==> config.mk <==
export PLATFORM = sky130hd
export DESIGN_NAME = popcount_frame_accumulator_flat
export DESIGN_NICKNAME = d
export VERILOG_FILES = /design/src/rtl/popcount_pkg.sv /design/src/rtl/popcount_frame_accumulator_if.sv /design/src/rtl/popcount_acc_core.sv /design/src/rtl/popcount_frame_accumulator.sv /design/src/flat_wrapper.sv
export SDC_FILE = /design/constraint.sdc
export NUM_CORES = 1
export LEC_CHECK = 0
export ABC_AREA = 0
export BUFFER_PORTS_ARGS = -buffer_cell sky130_fd_sc_hd__buf_2
export CELL_PAD_IN_SITES_DETAIL_PLACEMENT = 0
export CELL_PAD_IN_SITES_GLOBAL_PLACEMENT = 1
export CORE_AREA = 5 5 66 68
export CTS_CLUSTER_DIAMETER = 150
export DETAILED_ROUTE_END_ITERATION = 8
export DIE_AREA = 0 0 71 73
export PLACE_DENSITY_LB_ADDON = 0.1
export SKIP_CTS_REPAIR_TIMING = 1
export SYNTH_ARGS = -nofsm -noshare
export SYNTH_HDL_FRONTEND = slang
export SYNTH_SLANG_ARGS = --single-unit
==> constraint.sdc <==
create_clock -name clk -period 4.4 [get_ports clk]
set_input_delay 0.66 -clock clk [delete_from_list [all_inputs] [get_ports clk]]
set_output_delay 0.66 -clock clk [all_outputs]
set_load 0.02 [all_outputs]
==> src/rtl/popcount_pkg.sv <==
// Shared types and constants for the popcount frame accumulator block.
package popcount_pkg;

  localparam int COUNT_W   = 3;
  localparam int MAX_COUNT = 7;

  typedef enum logic [1:0] {
    IDLE  = 2'd0,
    ACCUM = 2'd1,
    HOLD  = 2'd2
  } state_t;

endpackage

==> src/rtl/popcount_frame_accumulator_if.sv <==
// Beat input stream and frame result stream of the popcount frame accumulator.
interface popcount_frame_accumulator_if #(
  parameter int SUM_W   = 8,
  parameter int WORDS_W = 5
);
  import popcount_pkg::*;

  logic               in_valid;
  logic               in_ready;
  logic [COUNT_W-1:0] in_count;
  logic               in_last;
  logic               out_valid;
  logic               out_ready;
  logic [SUM_W-1:0]   out_sum;
  logic [WORDS_W-1:0] out_words;
  logic               out_over;
  logic               out_sat;

  // The accumulator is the slave: it consumes beats and produces frame results.
  modport slave (
    input  in_valid, in_count, in_last, out_ready,
    output in_ready, out_valid, out_sum, out_words, out_over, out_sat
  );

  modport master (
    output in_valid, in_count, in_last, out_ready,
    input  in_ready, out_valid, out_sum, out_words, out_over, out_sat
  );

endinterface

==> src/rtl/popcount_acc_core.sv <==
// Running sum and beat counter for one frame; *_nxt outputs already include the current beat.
// POPACC_SATURATE_EN: clamp the sum at all-ones and keep a sticky per-frame saturation flag.
module popcount_acc_core
  import popcount_pkg::*;
#(
  parameter int FRAME_LEN = 16,
  parameter int SUM_W     = 8
) (
  input  logic                           clk,
  input  logic                           rst,
  input  logic                           beat,
  input  logic                           first,
  input  logic [COUNT_W-1:0]             count,
  output logic [SUM_W-1:0]               sum_nxt,
  output logic [$clog2(FRAME_LEN+1)-1:0] words_nxt,
  output logic                           sat_nxt,
  output logic                           full_nxt
);

  localparam int WORDS_W = $clog2(FRAME_LEN + 1);

  logic [SUM_W-1:0]   acc;
  logic [WORDS_W-1:0] words;
  logic [SUM_W-1:0]   base;

  // The first beat of a frame loads rather than adds, so stale state never leaks in.
  always_comb begin
    base      = first ? '0 : acc;
    words_nxt = first ? WORDS_W'(1) : words + WORDS_W'(1);
  end

  assign full_nxt = (words_nxt == WORDS_W'(FRAME_LEN));

`ifdef POPACC_SATURATE_EN
  logic             sat;
  logic [SUM_W:0]   total;

  always_comb begin
    total   = {1'b0, base} + {{(SUM_W + 1 - COUNT_W){1'b0}}, count};
    sum_nxt = total[SUM_W] ? '1 : total[SUM_W-1:0];
    sat_nxt = total[SUM_W] | (sat & ~first);
  end

  always_ff @(posedge clk) begin
    if (rst) begin
      sat <= 1'b0;
    end else if (beat) begin
      sat <= sat_nxt;
    end
  end
`else
  logic [SUM_W-1:0] total;

  always_comb begin
    total   = base + {{(SUM_W - COUNT_W){1'b0}}, count};
    sum_nxt = total;
    sat_nxt = 1'b0;
  end
`endif

  always_ff @(posedge clk) begin
    if (rst) begin
      acc   <= '0;
      words <= '0;
    end else if (beat) begin
      acc   <= sum_nxt;
      words <= words_nxt;
    end
  end

endmodule

==> src/rtl/popcount_frame_accumulator.sv <==
// Sums 3-bit popcounts per frame; one registered result per frame, latency 1 after the closing beat.
// Input stalls (in_ready=0) while a result waits for out_ready. Optional clamp: POPACC_SATURATE_EN.
module popcount_frame_accumulator
  import popcount_pkg::*;
#(
  parameter int FRAME_LEN = 16,
  parameter int SUM_W     = 8,
  parameter int THRESH    = 56
) (
  input logic                          clk,
  input logic                          rst,
  popcount_frame_accumulator_if.slave  bus
);

  localparam int WORDS_W = $clog2(FRAME_LEN + 1);

  state_t             state;
  state_t             state_nxt;
  logic               ready;
  logic               beat;
  logic               first;
  logic               close;
  logic [SUM_W-1:0]   sum_nxt;
  logic [WORDS_W-1:0] words_nxt;
  logic               sat_nxt;
  logic               full_nxt;

  assign beat  = bus.in_valid & ready;
  assign first = (state == IDLE);
  assign close = beat & (bus.in_last | full_nxt);

  popcount_acc_core #(
    .FRAME_LEN (FRAME_LEN),
    .SUM_W     (SUM_W)
  ) u_core (
    .clk       (clk),
    .rst       (rst),
    .beat      (beat),
    .first     (first),
    .count     (bus.in_count),
    .sum_nxt   (sum_nxt),
    .words_nxt (words_nxt),
    .sat_nxt   (sat_nxt),
    .full_nxt  (full_nxt)
  );

  always_ff @(posedge clk) begin
    if (rst) begin
      state <= IDLE;
    end else begin
      state <= state_nxt;
    end
  end

  always_comb begin
    state_nxt = state;
    case (state)
      IDLE:    if (beat) state_nxt = close ? HOLD : ACCUM;
      ACCUM:   if (close) state_nxt = HOLD;
      HOLD:    if (bus.out_valid && bus.out_ready) state_nxt = IDLE;
      default: state_nxt = IDLE;
    endcase
  end

  always_comb begin
    ready = (state != HOLD);
  end

  assign bus.in_ready = ready;

  // Result fields only change on a closing beat, which cannot occur while HOLD stalls input.
  always_ff @(posedge clk) begin
    if (rst) begin
      bus.out_valid <= 1'b0;
      bus.out_sum   <= '0;
      bus.out_words <= '0;
      bus.out_over  <= 1'b0;
      bus.out_sat   <= 1'b0;
    end else if (close) begin
      bus.out_valid <= 1'b1;
      bus.out_sum   <= sum_nxt;
      bus.out_words <= words_nxt;
      bus.out_over  <= (32'(sum_nxt) > 32'(THRESH));
      bus.out_sat   <= sat_nxt;
    end else if (bus.out_valid && bus.out_ready) begin
      bus.out_valid <= 1'b0;
    end
  end

endmodule

==> src/flat_wrapper.sv <==
// flat-port wrapper written by rule: the top's interface ports become plain ports
module popcount_frame_accumulator_flat import popcount_pkg::*;
#(
  parameter int FRAME_LEN = 16,
  parameter int SUM_W     = 8,
  parameter int THRESH    = 56
)
  (clk, rst, bus_in_valid, bus_in_count, bus_in_last, bus_out_ready, bus_in_ready, bus_out_valid, bus_out_sum, bus_out_words, bus_out_over, bus_out_sat);
  popcount_frame_accumulator_if #(.SUM_W(SUM_W), .WORDS_W(5)) bus_i ();
  input logic clk;
  input logic rst;
  input wire logic [$bits(bus_i.in_valid)-1:0] bus_in_valid;
  input wire logic [$bits(bus_i.in_count)-1:0] bus_in_count;
  input wire logic [$bits(bus_i.in_last)-1:0] bus_in_last;
  input wire logic [$bits(bus_i.out_ready)-1:0] bus_out_ready;
  output wire logic [$bits(bus_i.in_ready)-1:0] bus_in_ready;
  output wire logic [$bits(bus_i.out_valid)-1:0] bus_out_valid;
  output wire logic [$bits(bus_i.out_sum)-1:0] bus_out_sum;
  output wire logic [$bits(bus_i.out_words)-1:0] bus_out_words;
  output wire logic [$bits(bus_i.out_over)-1:0] bus_out_over;
  output wire logic [$bits(bus_i.out_sat)-1:0] bus_out_sat;
  assign bus_i.in_valid = bus_in_valid;
  assign bus_i.in_count = bus_in_count;
  assign bus_i.in_last = bus_in_last;
  assign bus_i.out_ready = bus_out_ready;
  assign bus_in_ready = bus_i.in_ready;
  assign bus_out_valid = bus_i.out_valid;
  assign bus_out_sum = bus_i.out_sum;
  assign bus_out_words = bus_i.out_words;
  assign bus_out_over = bus_i.out_over;
  assign bus_out_sat = bus_i.out_sat;
  popcount_frame_accumulator #(.FRAME_LEN(FRAME_LEN), .SUM_W(SUM_W), .THRESH(THRESH)) u_core (.clk(clk), .rst(rst), .bus(bus_i));
endmodule
==> flow_metrics.tcl <==
set metrics [dict create \
    drv_cap 0 \
    grt_pass1_wl_um 6330 \
    htreeDepth 2 \
    fin_util_pct 45.3 \
    die_w_um 71 \
    setup_viol 0 \
    hp-start "u_core.u_core.acc[1]" \
    design_power_total_mw 0.627 \
    cts.sinks 30 \
    critPathArrivalTime_ns 3.07 \
    cts_tree "built" \
    vias 1365 \
    core_area_um2 3800 \
    cp-start-kind "flip-flop" \
    startpoint "u_core.state[0]" \
    numCtsBuffers 5 \
    dieArea_um2 5180 \
    finalSetupTns_ns 0 \
    io_pins 25 \
    synth.distinct_cells 37 \
    dpl.hpwl_um 2460 \
    syn-cell-area_um2 1500 \
    hp-class "flip-flop to flip-flop" \
    start_util_pct 39.4 \
    dr.pass1.iters 4 \
    avgSynthCellArea_um2 8.14 \
    max_freq_mhz 347 \
    drt_iter0_markers 80 \
    fillCellCount 406 \
    grt_max_degree 31 \
    synth_top_family_by_area "compound AO/OA/AOI/OAI gates" \
    fin_crit_sh_pct 65.4 \
    syn2layout_area_growth_pct 14.8 \
    rsz0062_at_grt "false" \
    synthMuxAreaShare_pct 1.34 \
    hold_viol_final 0 \
    wl_um 3660 \
    cts_buffer_depth 2 \
    timing.slew.headroom_pct 45.8 \
    synth-xor-area-share_pct 4.68 \
    period_minus_slack_ns 2.88 \
    synthSimpleGateAreaFrac_pct 20.9 \
    synthesis.nets 197 \
    detail-route-antenna-nets 0 \
    drc 0 \
    grt_usage_pct 15.6 \
    worst_slew_pin_slew_ns 0.810 \
    peakVddDrop_mv 0.239 \
    rows 23 \
    diodes 0 \
    ys_ff_latch 30 \
    drv_slew 0 \
    port_buffers 23 \
    overflow 0 \
    clock_latency_ns 0.28 \
    clkTransAtPathRegs_ns 0.07 \
    antenna_found_initial 0 \
    fin_worst_skew_ns 0.00623 \
    synthAdderAreaFrac_pct 4.68 \
    yosysWarnings 0 \
    power_density_nw_per_um2 364 \
    root_buffer "clkbuf_8" \
    ys_seq_area_share_pct 40.1 \
    outcome "complete, no violations" \
    cp_max_fo 16 \
    routedWlPerCell_um 14.5 \
    nets 214 \
    post_drt_via_cell_ratio 5.42 \
    drive_gt1_share_pct 17.3 \
    synth_compound_area_share_pct 22.9 \
    worstSetupPathType "flip-flop to flip-flop" \
    gp_congestion 0.882 \
    required_ns 4.59 \
    leakagePower_nw 0.672 \
    die_height_um 73 \
    r2r_start "u_core.state[0]" \
    grt_pass1_vias 1312 \
    synth_cells 184 \
    fin_hold_ws_ns 0.464 \
    critPathCaptureType "flip-flop" \
]
-- report_power, final --
group / total, mW / switching (mW) / internal (mW)
clock: 0.258 / 0.100 / 0.158
combinational: 0.0769 / 0.0525 / 0.0244
sequential: 0.292 / 0.00977 / 0.282
-- cell families (layout without fill, tap and decap cells) --
family | count (synthesis) | after routing
AOI/OAI and AO/OA | 57 | 57
xor gates and xnor gates | 8 | 8
adders and majority gates | 5 | 5
buffers and inverters | 16 | 34
DFF | 30 | 30
muxes | 2 | 2
other | 1 | 1
and+or+nand+nor | 65 | 65
-- layout make-up --
| type | instances | area (um^2) | area share (%) |
|---|---|---|---|
| clock buffer | 8 | 110 | 6.40 |
| tap | 50 | 62.6 | 3.64 |
| multi-input combinational | 138 | 820 | 47.7 |
| timing repair buffer | 23 | 115 | 6.70 |
| inverter | 3 | 11.3 | 0.655 |
| sequential | 30 | 601 | 34.9 |
-- through the flow --
stage | cells | worst slack (ns) | area (um^2)
floorplan | 184 | 1.79 | 1500
global placement | 244 | 1.62 | 1610
detailed placement | 244 | 1.56 | 1610
CTS | 252 | 1.53 | 1720
global route | 252 | 1.36 | 1720
finish | 252 | 1.52 | 1720
-- registers in the layout (all words and copies together), names as in the netlist --
register / cells
u_core.u_core.words: 5
u_core.bus.out_over: 1
u_core.bus.out_sum: 8
u_core.bus.out_words: 5
u_core.u_core.acc: 8
u_core.bus.out_valid: 1
u_core.state: 2
-- synth_stat cells --
cell type  count  area share, %
mux2i_1        2            1.3
xor2_1         7            4.1
or3_1          2           0.84
nor2b_1        1           0.42
or3_4          1           0.75
a311oi_1       2            1.2
a22oi_1        2            1.0
a211oi_1       1           0.50
a21o_1         1           0.50
a21oi_1       28            9.4
or2_2          1           0.42
fa_1           1            1.3
xnor2_1        1           0.58
ha_1           4            3.3
nand4_1        5            2.1
o31a_2         1           0.67
nand2b_1       1           0.42
o21bai_1       1           0.50
o31ai_4        1            1.4
nand3_1       11            3.7
nor3_1         7            2.3
a32oi_1        2            1.2
dfxtp_1       30             40
nor3b_1        1           0.50
buf_6          1           0.75
conb_1         1           0.25
inv_1          3           0.75
and2_1         4            1.7
buf_2          5            1.7
buf_4          1           0.50
clkbuf_1       6            1.5
o21ai_0       15            5.0
a2111oi_0      1           0.58
nand2_1       18            4.5
nor2_1        13            3.3
a31oi_1        1           0.42
o311ai_0       1           0.58
-- critical path, stage by stage, from the launching register on --
cell and delay (ns):
dfxtp_1 0.46, or2_2 0.43, and2_1 0.18, ha_1 0.20
fa_1 0.40, a21oi_1 0.30, xor2_1 0.10, or3_1 0.31
a21o_1 0.16, a311oi_1 0.24
-- routing by layer --
metal  track usage (%)  vias to the layer above  share of wire, %  wire, um
met2              26.2                       23                51      1850
met1              19.2                      646                45      1630
met5                 0                        -                 0         0
met4              5.01                        0               1.4        51
met3              4.68                        5               3.5       129
li1                  -                      691                 -         -
-- layout by cell type, fill, tap and decap left out, types with 2 or more instances in the layout --
cell / Yosys / layout
and2_1: 4 / 4
nor3_1: 7 / 7
a32oi_1: 2 / 2
or3_1: 2 / 2
nor2_1: 13 / 13
inv_1: 3 / 3
nand2_1: 18 / 18
nand4_1: 5 / 5
xor2_1: 7 / 7
a21oi_1: 28 / 28
buf_2: 5 / 23
o21ai_0: 15 / 15
a311oi_1: 2 / 2
nand3_1: 11 / 11
ha_1: 4 / 4
a22oi_1: 2 / 2
mux2i_1: 2 / 2
dfxtp_1: 30 / 30
clkbuf_8: 0 / 8
-- final timing paths --
| check | cells past startpoint | endpoint | slack, ns |
|---|---|---|---|
| worst max-delay path | 9 | u_core.bus.out_over | 1.52 |
| worst min-delay path | 2 | u_core.u_core.acc[1] | 0.46 |
| worst max register to register | 9 | u_core.bus.out_over | 1.52 |
| worst min register to register | 2 | u_core.u_core.acc[1] | 0.46 |
Note: power is estimated with default switching activity, not from simulation.
